==> config.mk <==
export PLATFORM = sky130hd
export DESIGN_NAME = imm_gen_pipe
export DESIGN_NICKNAME = d
export VERILOG_FILES = /design/src/rtl/imm_gen_pipe.sv
export SDC_FILE = /design/constraint.sdc
export NUM_CORES = 1
export LEC_CHECK = 0
export CAP_MARGIN = 15
export CORE_MARGIN = 4
export CORE_UTILIZATION = 56
export CTS_CLUSTER_SIZE = 14
export DETAILED_ROUTE_END_ITERATION = 16
export GPL_TIMING_DRIVEN = 0
export PLACE_DENSITY_LB_ADDON = 0.1
export SYNTH_ARGS = -nofsm -noshare
export SYNTH_HDL_FRONTEND = slang
export SYNTH_SLANG_ARGS = --single-unit
==> constraint.sdc <==
create_clock -name clk -period 4.73 [get_ports clk]
set_clock_uncertainty 0.2 [all_clocks]
set_input_delay 0.7095 -clock clk [delete_from_list [all_inputs] [get_ports clk]]
set_output_delay 0.7095 -clock clk [all_outputs]
set_load 0.005 [all_outputs]
==> src/rtl/imm_gen_pipe.sv <==
`default_nettype none
// +--------------------------------------------------------------------------+
// | imm_gen_pipe : pipelined immediate / branch / jump target generator     |
// |                behind a valid/ready skid buffer with illegal-op count.  |
// | Revision     : 1.0                                                      |
// +--------------------------------------------------------------------------+
module imm_gen_pipe #(
  parameter int DATA_W = 32,
  parameter int IMM_W  = 16,
  parameter int JIDX_W = 26,
  parameter int TAG_W  = 5
) (
  input  logic              clk,
  input  logic              rst_n,
  input  logic              flush,
  input  logic              in_valid,
  output logic              in_ready,
  input  logic [2:0]        in_op,
  input  logic [IMM_W-1:0]  in_imm,
  input  logic [JIDX_W-1:0] in_jidx,
  input  logic [DATA_W-1:0] in_pc4,
  input  logic [TAG_W-1:0]  in_tag,
  output logic              out_valid,
  input  logic              out_ready,
  output logic [DATA_W-1:0] out_imm,
  output logic [TAG_W-1:0]  out_tag,
  output logic              out_illegal,
  output logic [7:0]        ill_cnt
);

  localparam logic [2:0] c_OP_ZERO   = 3'd0;
  localparam logic [2:0] c_OP_SIGN   = 3'd1;
  localparam logic [2:0] c_OP_LUI    = 3'd2;
  localparam logic [2:0] c_OP_BRANCH = 3'd3;
  localparam logic [2:0] c_OP_JUMP   = 3'd4;
  localparam logic [2:0] c_OP_SHAMT  = 3'd5;

  // Mask form keeps the jump concat legal even when JIDX_W == DATA_W-2.
  localparam logic [DATA_W-1:0] c_JUMP_HI_MASK = {DATA_W{1'b1}} << (JIDX_W + 2);

  logic [DATA_W-1:0] w_sext, w_zext, w_val;
  logic              w_ill, w_accept;

  assign w_sext = {{(DATA_W-IMM_W){in_imm[IMM_W-1]}}, in_imm};
  assign w_zext = {{(DATA_W-IMM_W){1'b0}}, in_imm};

  always_comb begin
    w_val = '0;
    w_ill = 1'b0;
    case (in_op)
      c_OP_ZERO:   w_val = w_zext;
      c_OP_SIGN:   w_val = w_sext;
      c_OP_LUI:    w_val = {in_imm, {(DATA_W-IMM_W){1'b0}}};
      c_OP_BRANCH: w_val = in_pc4 + (w_sext << 2);
      c_OP_JUMP:   w_val = (in_pc4 & c_JUMP_HI_MASK)
                         | ({{(DATA_W-JIDX_W){1'b0}}, in_jidx} << 2);
      c_OP_SHAMT:  w_val = {{(DATA_W-5){1'b0}}, in_imm[10:6]};
      default:     w_ill = 1'b1;
    endcase
  end

  logic              main_valid_q, main_valid_d;
  logic [DATA_W-1:0] main_imm_q, main_imm_d;
  logic [TAG_W-1:0]  main_tag_q, main_tag_d;
  logic              main_ill_q, main_ill_d;
  logic              skid_valid_q, skid_valid_d;
  logic [DATA_W-1:0] skid_imm_q, skid_imm_d;
  logic [TAG_W-1:0]  skid_tag_q, skid_tag_d;
  logic              skid_ill_q, skid_ill_d;
  logic [7:0]        ill_cnt_q, ill_cnt_d;

  assign w_accept = in_valid && !skid_valid_q;

  always_comb begin
    main_valid_d = main_valid_q;
    main_imm_d   = main_imm_q;
    main_tag_d   = main_tag_q;
    main_ill_d   = main_ill_q;
    skid_valid_d = skid_valid_q;
    skid_imm_d   = skid_imm_q;
    skid_tag_d   = skid_tag_q;
    skid_ill_d   = skid_ill_q;
    ill_cnt_d    = ill_cnt_q;

    if (flush) begin
      main_valid_d = 1'b0;
      skid_valid_d = 1'b0;
    end else if (skid_valid_q && out_ready) begin
      main_valid_d = 1'b1;
      main_imm_d   = skid_imm_q;
      main_tag_d   = skid_tag_q;
      main_ill_d   = skid_ill_q;
      skid_valid_d = 1'b0;
    end else if (w_accept && (!main_valid_q || out_ready)) begin
      main_valid_d = 1'b1;
      main_imm_d   = w_val;
      main_tag_d   = in_tag;
      main_ill_d   = w_ill;
    end else if (w_accept) begin
      skid_valid_d = 1'b1;
      skid_imm_d   = w_val;
      skid_tag_d   = in_tag;
      skid_ill_d   = w_ill;
    end else if (out_ready) begin
      main_valid_d = 1'b0;
    end

    if (!flush && w_accept && w_ill && (ill_cnt_q != 8'hFF)) begin
      ill_cnt_d = ill_cnt_q + 8'd1;
    end
  end

  always_ff @(posedge clk or negedge rst_n) begin
    if (!rst_n) begin
      main_valid_q <= 1'b0;
      main_imm_q   <= '0;
      main_tag_q   <= '0;
      main_ill_q   <= 1'b0;
      skid_valid_q <= 1'b0;
      skid_imm_q   <= '0;
      skid_tag_q   <= '0;
      skid_ill_q   <= 1'b0;
      ill_cnt_q    <= 8'd0;
    end else begin
      main_valid_q <= main_valid_d;
      main_imm_q   <= main_imm_d;
      main_tag_q   <= main_tag_d;
      main_ill_q   <= main_ill_d;
      skid_valid_q <= skid_valid_d;
      skid_imm_q   <= skid_imm_d;
      skid_tag_q   <= skid_tag_d;
      skid_ill_q   <= skid_ill_d;
      ill_cnt_q    <= ill_cnt_d;
    end
  end

  assign in_ready    = !skid_valid_q;
  assign out_valid   = main_valid_q;
  assign out_imm     = main_imm_q;
  assign out_tag     = main_tag_q;
  assign out_illegal = main_ill_q;
  assign ill_cnt     = ill_cnt_q;

endmodule
`default_nettype wire

### Yosys cells after proc, flatten, opt, wreduce, memory -nomap -nowiden

Index checks and enable logic that the tools add are counted.
W data, S select, Z words.

* input bits: 87
* register bits after elaboration: 86
* logic and storage cells: 59

* $add $sub $neg: 2
* reductions and logical operators: 19
* mux-type cells: 17
* equality and inequality tests: 8
* bitwise logic cells: 4

Operators by type and width (count)
* $pmux W32 S6: 1
* $mux W32: 2
* $add A32 B32 Y32: 1
* $or A32 B28 Y32: 1
* $mux W1: 12
* $mux W5: 2
* $add A8 B1 Y8 const B: 1
* $ne A8 B8 Y1 const B: 1
* $eq A3 B2 Y1 const B: 2
* $eq A3 B3 Y1 const B: 2
* $logic_and A1 B1 Y1: 6
* $reduce_and A2 Y1: 3
* $reduce_or A6 Y1: 1
* $ne A4 B2 Y1 const B: 1
* $reduce_and A4 Y1: 1
* $reduce_bool A4 Y1: 1
* $eq A3 B1 Y1 const B: 1
* $logic_not A1 Y1: 3
* $logic_not A3 Y1: 1
* $ne A3 B3 Y1 const B: 1
* $not A1 Y1: 3
* $reduce_bool A3 Y1: 1
* $reduce_bool A2 Y1: 1
* $logic_or A1 B1 Y1: 1

### Longest topological paths before layout

Gate-level depths: netlist of the first run.

* word-level depth: 6
* depth in mapped cells: 12

### Worst setup path after synthesis of the first run

OpenSTA, ideal clock, no wires.

* path kind: input -> register
* start: input port in_imm[0]
* end: register main_imm_q[30], in the netlist out_imm[30]
* arrival: 2.766 ns
* path slack: 1.639 ns
* data required time: 4.405 ns
* stages on the path: 12
* path through: ha_1 inv_1 fa_1 nor2b_1 o21ai_1 a21oi_1 o31a_1 o41ai_2 o21a_2 mux2i_1 a41oi_1 mux2_2

* longest elaborated chain between the ends: 4

RTL lines
* start: declaration: RTL line 19 `input logic [IMM_W-1:0] in_imm,`
* $add A32 B32 Y32: RTL line 54 `c_OP_BRANCH: w_val = in_pc4 + (w_sext << 2);`
* $pmux W32 S6: RTL line 50 `case (in_op)`
* $mux W32: RTL line 94 `end else if (w_accept && (!main_valid_q || out_ready)) begin`
* $mux W32: RTL line 88 `end else if (skid_valid_q && out_ready) begin`
* end signal: assignment: RTL line 126 `main_imm_q <= main_imm_d;`
* end: declaration: RTL line 63 `logic [DATA_W-1:0] main_imm_q, main_imm_d;`

Every way passes these cells. The select of a mux whose other input is x is not followed.
A chain may end at the register's enable or synchronous reset.

### Worst setup path after layout of the first run

* start: input port in_imm[15]
* end: register skid_imm_q[24]

* longest elaborated chain between the ends: 2

RTL lines
* $add A32 B32 Y32: RTL line 54
* $pmux W32 S6 (*): RTL line 50
* end signal: assignment: RTL line 130 `skid_imm_q <= skid_imm_d;`
* end: declaration: RTL line 67 `logic [DATA_W-1:0] skid_imm_q, skid_imm_d;`

Mark *: on every way between the ends. The rest lies on a longest branch, timed or not.

==> results of run 1 <==
-- layout make-up --
class | instances | area share (%)
Tap cell | 136 | 2.18
Buffer | 47 | 3.28
Multi-Input combinational cell | 605 | 46.0
Clock buffer | 10 | 1.77
Clock inverter | 4 | 0.931
Timing Repair Buffer | 135 | 17.5
Sequential cell | 86 | 27.6
Inverter | 15 | 0.723
-- power breakdown --
| part | total [mW] | switching, mW | internal, mW | leakage, nW |
|---|---|---|---|---|
| clock | 0.557 | 0.252 | 0.305 | 0.104 |
| sequential | 0.963 | 0.0908 | 0.873 | 1.10 |
| combinational | 0.773 | 0.388 | 0.385 | 2.18 |
| total | 2.29 | 0.730 | 1.56 | 3.39 |
-- critical path, cell delays in order --
cell             delay [ps]
clkdlybuf4s50_1         950
ha_1                    350
buf_2                   170
a21o_1                  180
a21o_1                  190
a21oi_1                 210
nand2b_1                 90
a211oi_1                210
a21oi_1                 160
xor2_1                  200
a221oi_1                540
o21ai_0                 200
-- layer usage --
metal	vias up	wire [um]
met2	354	9850
li1	2978	-
met1	3073	8140
met3	50	1660
met4	0	599
met5	-	0
-- placed cells by master, fill, tap and decap left out, drive strengths merged, types with 3 or more instances in the layout --
cell	Yosys	final
a211oi	5	5
a21o	19	19
a21oi	92	92
a221o	3	3
a221oi	5	5
a31oi	29	29
and2	8	8
and3	22	22
buf	10	12
clkbuf	34	44
clkdlybuf4s50	1	134
dfrtp	86	86
ha	30	30
inv	15	15
mux2i	4	4
nand2	113	113
nand2b	5	5
nand3	12	12
nand4	6	6
nor2	70	70
nor2b	15	15
nor3	7	7
o211ai	3	3
o21a	4	4
o21ai	76	76
o21bai	5	5
o22ai	5	5
or3	11	11
xnor2	16	16
xor2	8	8
-- sequential cells by signal, summed over array words and instances, names as in the netlist --
signal,cells
out_imm,32
out_illegal,1
out_tag,5
skid_tag_q,5
ill_cnt,8
skid_ill_q,1
skid_imm_q,32
out_valid,1
skid_valid_q,1
-- cells by family after synthesis --
kind of cell	count (synthesis)	synth area share (%)
flip-flops	86	35.6
AND/OR/NAND/NOR	278	21.3
buffers and inverters	62	5.15
XOR/XNOR	24	3.48
adder cells (fa/ha/maj)	31	6.54
AO/OA/AOI/OAI	266	26.9
multiplexers	6	1.03
-- through the flow --
step | std cells | hold WS, ps
5_1_grt | 1038 | 127
2_1_floorplan | 753 | 214
3_5_place_dp | 1024 | 262
3_3_place_gp | 1023 | 254
4_1_cts | 1038 | 109
6_report | 1038 | 101
-- worst paths after layout --
| kind | start | end | slack (ps) | depth (start not counted) |
|---|---|---|---|---|
| min | rst_n | skid_imm_q[7]$_DFFE_PN0P_ | 100 | 1 |
| max | in_imm[15] | skid_imm_q[24]$_DFFE_PN0P_ | 550 | 12 |
| max in group asynchronous | rst_n | skid_tag_q[1]$_DFFE_PN0P_ | 3620 | 2 |
| min in group clk | skid_imm_q[18]$_DFFE_PN0P_ | skid_imm_q[18]$_DFFE_PN0P_ | 280 | 2 |
| max reg2reg | skid_valid_q$_DFFE_PN0P_ | ill_cnt[6]$_DFFE_PN0P_ | 2290 | 7 |
| min reg2reg | skid_imm_q[18]$_DFFE_PN0P_ | skid_imm_q[18]$_DFFE_PN0P_ | 280 | 2 |
==> metrics.md, run 1 <==
| Metric | Value |
|---|---|
| Vias in the first global route | between 6000 and 7000 |
| Power, Total | between 2 and 2.5 mW |
| Static Leak | 3.39 nW |
| Share of cells above drive strength 1 | 5.65% |
| Synth Instances | 753 |
| Fraction of registers with async set or reset after synthesis | 100% |
| PortBufs | 134 |
| Core box area | about 0.010 mm2 |
| Die height | 112 um |
| Area of the multi-input gates | 0.00358 mm2 |
| Max-cap violation count | 0 |
| Initial core utilization | 58.0% |
| EDFF count, synth | 0 |
| CTS tree | built |
| Busiest grt layer | met2 |
| Minimum clock period after layout | approximately 4200 ps |
| Seq cells post-synth | 86 |
| DR WL/cell | 19.5 um |
| Primary flip-flop cell chosen by synthesis mapping | dfrtp_1 |
| CTS root buf | clkbuf_8 |
| Met3 GRT Util | 3.53% |
| Setup WS pre-CTS | around 340 ps |
| Cell area after synthesis | 0.00604 mm2 |
| VDD IR max | roughly 240 uV |
| Post-DP HPWL | about 16 mm |
| DIE AREA | 0.0125 mm2 |
| Hold Violations, Final | 0 |
| Final setup viols | 0 |
| Routability cong. | approximately 0.96 |
| Final Slew Violations | 0 |
| Clock latency on the worst-skew pair | 360 ps |
| H-Tree Depth | 3 |
| Post-layout util | between 70% and 80% |
| Relative slew slack | 50.4% |
| Drt drc | 0 |
| Status | completed |
| Least-Margin Pin Slew | between 700 and 800 ps |
| Detailed Route WL | between 20 and 25 mm |
| Max Clock Freq | 0.239 GHz |
| Reg area | 0.00215 mm2 |
| Setup TNS | 0 ps |
| IO Count | between 100 and 150 |
| PwrDens | about 290 mW/mm2 |
| Clk buf depth | 2 |
| DIE WIDTH | between 100 and 150 um |
| Critical path data arrival time | 4180 ps |
| Synth top area share | approximately 36% |
| Crit-path max FO | 19 |
| Critical path startpoint category | primary input |
| Sequential area share after synthesis | 35.6% |
| Synthesis-to-finish area growth | 28.9% |
| # hold bufs at CTS | 0 |
| Post-CTS Resized | 0 |
| Area after DPL | around 0.0076 mm2 |
| Tcrit/Tclk final | 88.3% |
| Cell taking the most area after synthesis | dfrtp_1 |
| DRT Pass-1 Iters | 5 |
| All-Layer GR Usage | 31.6% |
| Initial antenna violation count | 0 |
| Count leader, synth | nand2_1 |
| Synthesis Warnings | 0 |
| Routing usage on met1 | 42.0% |
| Pin count of the biggest net entering global routing | 53 |
| # Post-CTS Setup Buffers | 0 |
| Sink Count | 86 |
| Final worst setup slack | 554 ps |
| Worst EP required | 4740 ps |
| DR vias | 6455 |
| Post-route cell area | just under 0.008 mm2 |
| Vias/cell | 6.22 |
| Worst-path clk slew | 80 ps |
| Unrepaired setup endpoints after global routing | no |
| Avg Inst Size Synth | 8.03 um2 |
| Row count | 37 |
| Routed Antenna Nets | 0 |
| FILL cells | 787 |
| Syn nets | 871 |
| Hold WC Path Type | in -> async |
| First-pass GRT wire length | 31.9 mm |
| Synth cell types | 73 |
| Detailed Route Iter0 Violations | 721 |
| Fin nets | 1017 |
| Top cells by area, synth | dfrtp_1 36%, a21oi_1 7.6%, nand2_1 7.0%, ha_1 6.2%, o21ai_0 6.2% |
| CTS buffer count | 9 |
| Inserted Diodes | 0 |
| CP endpoint kind | register |
| Remaining global-route overflow | 0 |
| Met2 Usage GRT | 53.8% |
| Critical Setup Path Class | in -> reg |
| Most frequent cells after synthesis | 113 x nand2_1, 92 x a21oi_1, 86 x dfrtp_1 |
No activity file was read; power rests on OpenSTA's default activity.
==> inputs of run 2 (changes only) <==
- CORE_UTILIZATION: 56 -> 50
- clock period: 4.73 -> 5.1 ns (I/O delays scaled with it)
==> run 2 against run 1 <==
Clock-buffer cell count increased by 3. Via count fell by 2.4%. Highest routed layer unchanged. Die area rose by 11%. Critical path type unchanged. Largest cell class unchanged. Worst setup slack better by 350 ps. Core utilization is 7.2 points lower.
==> metrics.md, run 2 (synthesized netlist as in run 1, its figures left out) <==
| Metric | Value |
|---|---|
| Post-DP HPWL | around 16 mm |
| Most common cell after layout, fill and taps aside | clkdlybuf4s50_1 |
| Final setup viols | 0 |
| Critical Setup Path Class | in -> reg |
| Critical path data arrival time | 4190 ps |
| Hold WC Path Type | in -> async |
| Area after DPL | about 0.0076 mm2 |
| Drt drc | 0 |
| DIE AREA | 0.0139 mm2 |
| Inserted Diodes | 0 |
| Clk buf depth | 2 |
| DRT Pass-1 Iters | 5 |
| Highest-count cells in the layout ignoring fill and taps | 133 x clkdlybuf4s50_1, 113 x nand2_1, 92 x a21oi_1 |
| PortBufs | 134 |
| IO Count | 135 |
| CP max-delay cell | clkdlybuf4s50_1 |
| Post-route cell area | 0.00785 mm2 |
| Reg area | 0.00215 mm2 |
| Remaining global-route overflow | 0 |
| First-pass GRT wire length | 32.0 mm |
| Minimum clock period after layout | 4190 ps |
| Tcrit/Tclk final | approximately 82% |
| CP bufs+invs | 2 |
| Sink Count | 86 |
| H-Tree Depth | 3 |
| All-Layer GR Usage | about 28% |
| Status | completed |
| Static Leak | 3.41 nW |
| Area of the multi-input gates | 0.00358 mm2 |
| Least-Margin Pin Slew | 764 ps |
| Row count | 39 |
| Routed Antenna Nets | 0 |
| PwrDens | 279 mW/mm2 |
| VDD IR max | ~180 uV |
| Detailed Route Iter0 Violations | 599 |
| DR WL/cell | 18.9 um |
| Kind of cell adding the most delay to the critical path | compound AO/OA/AOI/OAI gates |
| Routability cong. | about 0.9 |
| Core box area | between 0.01 and 0.015 mm2 |
| Setup TNS | 0 ps |
| Relative slew slack | between 40% and 50% |
| Fin nets | 1017 |
| Synthesis-to-finish area growth | 29.9% |
| Initial antenna violation count | 0 |
| Clock latency on the worst-skew pair | 330 ps |
| Detailed Route WL | 19.8 mm |
| CTS buffer count | 9 |
| Crit-path max FO | 19 |
| Vias in the first global route | 6212 |
| DIE WIDTH | 118 um |
| # hold bufs at CTS | 0 |
| Largest stage delay, worst path | about 970 ps |
| CTS root buf | clkbuf_16 |
| Unrepaired setup endpoints after global routing | no |
| # Post-CTS Setup Buffers | 0 |
| Post-CTS Resized | 0 |
| Die height | about 120 um |
| CTS tree | built |
| FILL cells | 981 |
| Vias/cell | between 6 and 7 |
| Hold Violations, Final | 0 |
| Initial core utilization | roughly 52% |
| Pin count of the biggest net entering global routing | 67 |
| Critical-path cell list | clkdlybuf4s50_1 > ha_1 > buf_2 > a21o_1 > a21o_1 > a21oi_1 > nand2b_1 > a211oi_1 > a21oi_1 > xor2_1 > a221oi_1 > o21ai_0 |
| DR vias | 6302 |
| Worst EP required | ~5000 ps |
| Critical path startpoint category | primary input |
| Share of cells above drive strength 1 | 5.42% |
| Worst-path clk slew | 60 ps |
| CP endpoint kind | register |
| Max Clock Freq | 0.238 GHz |
| Post-layout util | between 60% and 70% |
| Max-cap violation count | 0 |
| Final Slew Violations | 0 |
## run 2: cell count changes in the layout (fill, tap and decap cells not counted), sizes merged
cell    before  now
bufinv       2    0
clkinv       1    2
clkbuf      44   47
## run 2: stage by stage
step	total power [mW]	std cells	setup WS (ps)	hold slack, ps
after detailed placement	1.61	1031	631	263
final	2.19	1047	906	115
after floorplan	1.25	753	1950	240
after global placement	1.58	1030	215	253
after global routing	2.31	1047	714	137
after CTS	2.19	1047	970	117
## run 2: per-layer routing
metal | GRT usage, % | part of all wire, % | routed length (um)
met5 | 0 | 0 | 0
met4 | 10.8 | 3.3 | 646
met3 | 4.04 | 6.3 | 1240
met2 | 47.3 | 48 | 9470
met1 | 36.6 | 43 | 8430
## run 2: worst paths after layout
check | cells past startpoint | to | slack (ps) | startpoint
setup / recovery | 12 | out_imm[24]$_DFFE_PN0P_ | 910 | in_imm[15]
max in group asynchronous | 2 | ill_cnt[4]$_DFFE_PN0P_ | 3990 | rst_n
hold reg to reg | 2 | out_imm[13]$_DFFE_PN0P_ | 280 | out_imm[13]$_DFFE_PN0P_
hold / removal | 1 | out_imm[1]$_DFFE_PN0P_ | 120 | rst_n
min in group clk | 2 | out_imm[13]$_DFFE_PN0P_ | 280 | out_imm[13]$_DFFE_PN0P_
setup reg to reg | 7 | ill_cnt[6]$_DFFE_PN0P_ | 2670 | skid_valid_q$_DFFE_PN0P_
## run 2: report_power, final
part	total (mW)	internal [mW]	switching [mW]	leakage (nW)
registers	0.892	0.811	0.0812	1.10
logic	0.716	0.358	0.358	2.18
clock network	0.581	0.331	0.251	0.124
total	2.19	1.50	0.690	3.41
## run 2: layout make-up
class	count	share of cell area, %
Multi-Input combinational cell	605	45.6
Sequential cell	86	27.4
Clock buffer	13	3.06
Timing Repair Buffer	135	17.4
Inverter	15	0.717
Clock inverter	3	0.271
Buffer	47	3.25
Tap cell	143	2.28
==> inputs of run 3 (changes only) <==
- clock period: 5.1 -> 3.9 ns (I/O delays scaled with it)
==> run 3 against run 2 <==
Hold slack improved by 160 ps. Die area did not move. Routed wire length rose by 0.37%. Clock power rose by 31%. Flip-flop and latch count did not move. Global-route usage rose by 0.064 points. Power rose by 31%. Worst setup slack got worse by 750 ps. First-iteration DRC count rose by 1.7%. Via count barely moved. Clock-buffer cell count did not move. Combinational power rose by 31%.
==> metrics.md, run 3 (synthesized netlist as in run 1, its figures left out) <==
| Metric | Value |
|---|---|
| Synthesis-to-finish area growth | 30.0% |
| Reg area | around 0.0022 mm2 |
| Unrepaired setup endpoints after global routing | no |
| Vias in the first global route | 6207 |
| Initial core utilization | 52.0% |
| Post-DP HPWL | 15.7 mm |
| Reg2reg start | skid_valid_q$_DFFE_PN0P_ |
| Hold WC Path Type | reg -> reg |
| PortBufs | 134 |
| Die height | 118 um |
| H-Tree Depth | 3 |
| Max-cap violation count | 0 |
| DIE AREA | 0.0139 mm2 |
| IO Count | between 100 and 150 |
| Status | completed |
| Placed cell count | between 1000 and 1500 |
| Drt drc | 0 |
| Hold path depth | 2 |
| Sw Share | 31.6% |
| Max Clock Freq | between 0.2 and 0.3 GHz |
| DR WL/cell | 19.0 um |
| Post-route non-filler standard cell count | around 1000 |
| Core box area | approximately 0.012 mm2 |
| Share of cells above drive strength 1 | 5.52% |
| DRT Pass-1 Iters | 5 |
| Detailed Route WL | 19.9 mm |
| Clk buf depth | 2 |
| Final Slew Violations | 0 |
| Pin count of the biggest net entering global routing | 67 |
| Critical path startpoint category | primary input |
| Initial antenna violation count | 0 |
| # Post-CTS Setup Buffers | 0 |
| DR vias | 6297 |
| Worst EP required | 3890 ps |
| CTS root buf | clkbuf_16 |
| Setup TNS | 0 ps |
| CP endpoint kind | register |
| Highest-count cells in the layout ignoring fill and taps | 132 x clkdlybuf4s50_1, 113 x nand2_1, 92 x a21oi_1 |
| Worst Reg-to-Reg Cells | 7 |
| Worst reg2reg setup slack | 1470 ps |
| Critical Setup Path Class | in -> reg |
| Critical path data arrival time | between 3000 and 4000 ps |
| Row count | 39 |
| Power, Total | 2.87 mW |
| Hold path startpoint | skid_imm_q[16]$_DFFE_PN0P_ |
| Area of the multi-input gates | 0.00358 mm2 |
| Relative slew slack | 57.1% |
| Final setup viols | 0 |
| Most common cell after layout, fill and taps aside | clkdlybuf4s50_1 |
| Clock Power Share | 26.6% |
| Cell internal pwr | 1.96 mW |
| FILL cells | 981 |
| Clock latency on the worst-skew pair | 330 ps |
| Tcrit/Tclk final | 96.1% |
| Worst Hold Path EP | skid_imm_q[16]$_DFFE_PN0P_ |
| Remaining global-route overflow | 0 |
| VDD IR max | between 200 and 250 uV |
| Worst-path clk slew | 60 ps |
| Inserted Diodes | 0 |
| Crit-path max FO | 4 |
| Routed Antenna Nets | 0 |
| CTS buffer count | 9 |
| Hold Violations, Final | 0 |
| Final hold slack | roughly 270 ps |
| DIE WIDTH | 118 um |
| PwrDens | 365 mW/mm2 |
| Static Leak | 3.41 nW |
| Minimum clock period after layout | 3750 ps |
| Fin nets | roughly 1000 |
| Sink Count | 86 |
| P_sw | 0.904 mW |
| R2r endpoint | ill_cnt[6]$_DFFE_PN0P_ |
| Sequential share of power | 40.7% |
| All-Layer GR Usage | 28.2% |
| Routability cong. | 0.897 |
| Detailed Route Iter0 Violations | about 610 |
| First-pass GRT wire length | 32.1 mm |
| Vias/cell | 6.01 |
| CTS tree | built |
| Comb pwr share | 32.7% |
| Least-Margin Pin Slew | roughly 640 ps |
run 3: cell count changes in the layout (fill, tap and decap cells not counted), sizes merged:
cell,before,now
clkbuf,47,48
dlygate4sd3,0,1
clkdlybuf4s50,134,133
run 3: power by group through the flow:
stage	Sequential, mW	Clock (mW)	Combinational (mW)
6_report	1.17	0.761	0.937
3_3_place_gp	1.17	0	0.896
5_1_grt	1.19	0.798	1.03
2_1_floorplan	1.16	0	0.472
3_5_place_dp	1.18	0	0.926
4_1_cts	1.16	0.765	0.934
run 3: layout make-up:
class | instances | area share [%]
plain buffers | 47 | 3.25
clock buffers | 13 | 3.06
clock inverters | 3 | 0.271
inverters | 15 | 0.717
multi-input cells | 605 | 45.6
flip-flops and latches | 86 | 27.4
well taps | 143 | 2.28
repair buffers | 136 | 17.5
run 3: worst max path at each step:
| stage | from | endpoint | depth (start not counted) |
|---|---|---|---|
| 2_1_floorplan | in_imm[0] | out_imm[30]$_DFFE_PN0P_ | 12 |
| 3_3_place_gp | rst_n | ill_cnt[3]$_DFFE_PN0P_ | 1 |
| 3_5_place_dp | in_imm[15] | out_imm[24]$_DFFE_PN0P_ | 12 |
| 4_1_cts | in_imm[0] | out_imm[24]$_DFFE_PN0P_ | 13 |
| 5_1_grt | in_imm[0] | out_imm[24]$_DFFE_PN0P_ | 13 |
| 6_report | in_imm[0] | out_imm[24]$_DFFE_PN0P_ | 13 |
run 3: repair_timing:
action                                  in CTS  in global routing
endpoints found under the setup margin       4                  4
gates resized for setup                      1                  2
hold buffers                                 1                  0
hold endpoints to repair                    20                  0
run 3: critical path, stage by stage:
cell	delay, ps
clkdlybuf4s50_1	480
ha_1	180
inv_1	50
fa_1	410
nor2b_1	130
o21ai_1	90
a21oi_1	270
o31a_1	290
o21bai_1	110
a21oi_1	330
xor2_1	190
a221oi_1	490
o21ai_0	140
run 3: stage by stage:
step / utilization [%] / cell area, um2 / setup slack [ps]
2_1_floorplan: - / 6040 / 934
3_3_place_gp: 65.1 / 7560 / -805
3_5_place_dp: 65.4 / 7590 / -389
4_1_cts: 67.7 / 7860 / 214
5_1_grt: 67.6 / 7860 / 49.4
6_report: 67.6 / 7860 / 151
run 3: routing by layer:
metal / vias up / part of all wire [%] / track usage [%]
li1: 2988 / - / -
met1: 3015 / 43 / 36.7
met2: 247 / 48 / 47.4
met3: 47 / 6.1 / 4.08
met4: 0 / 3.3 / 10.8
met5: - / 0 / 0
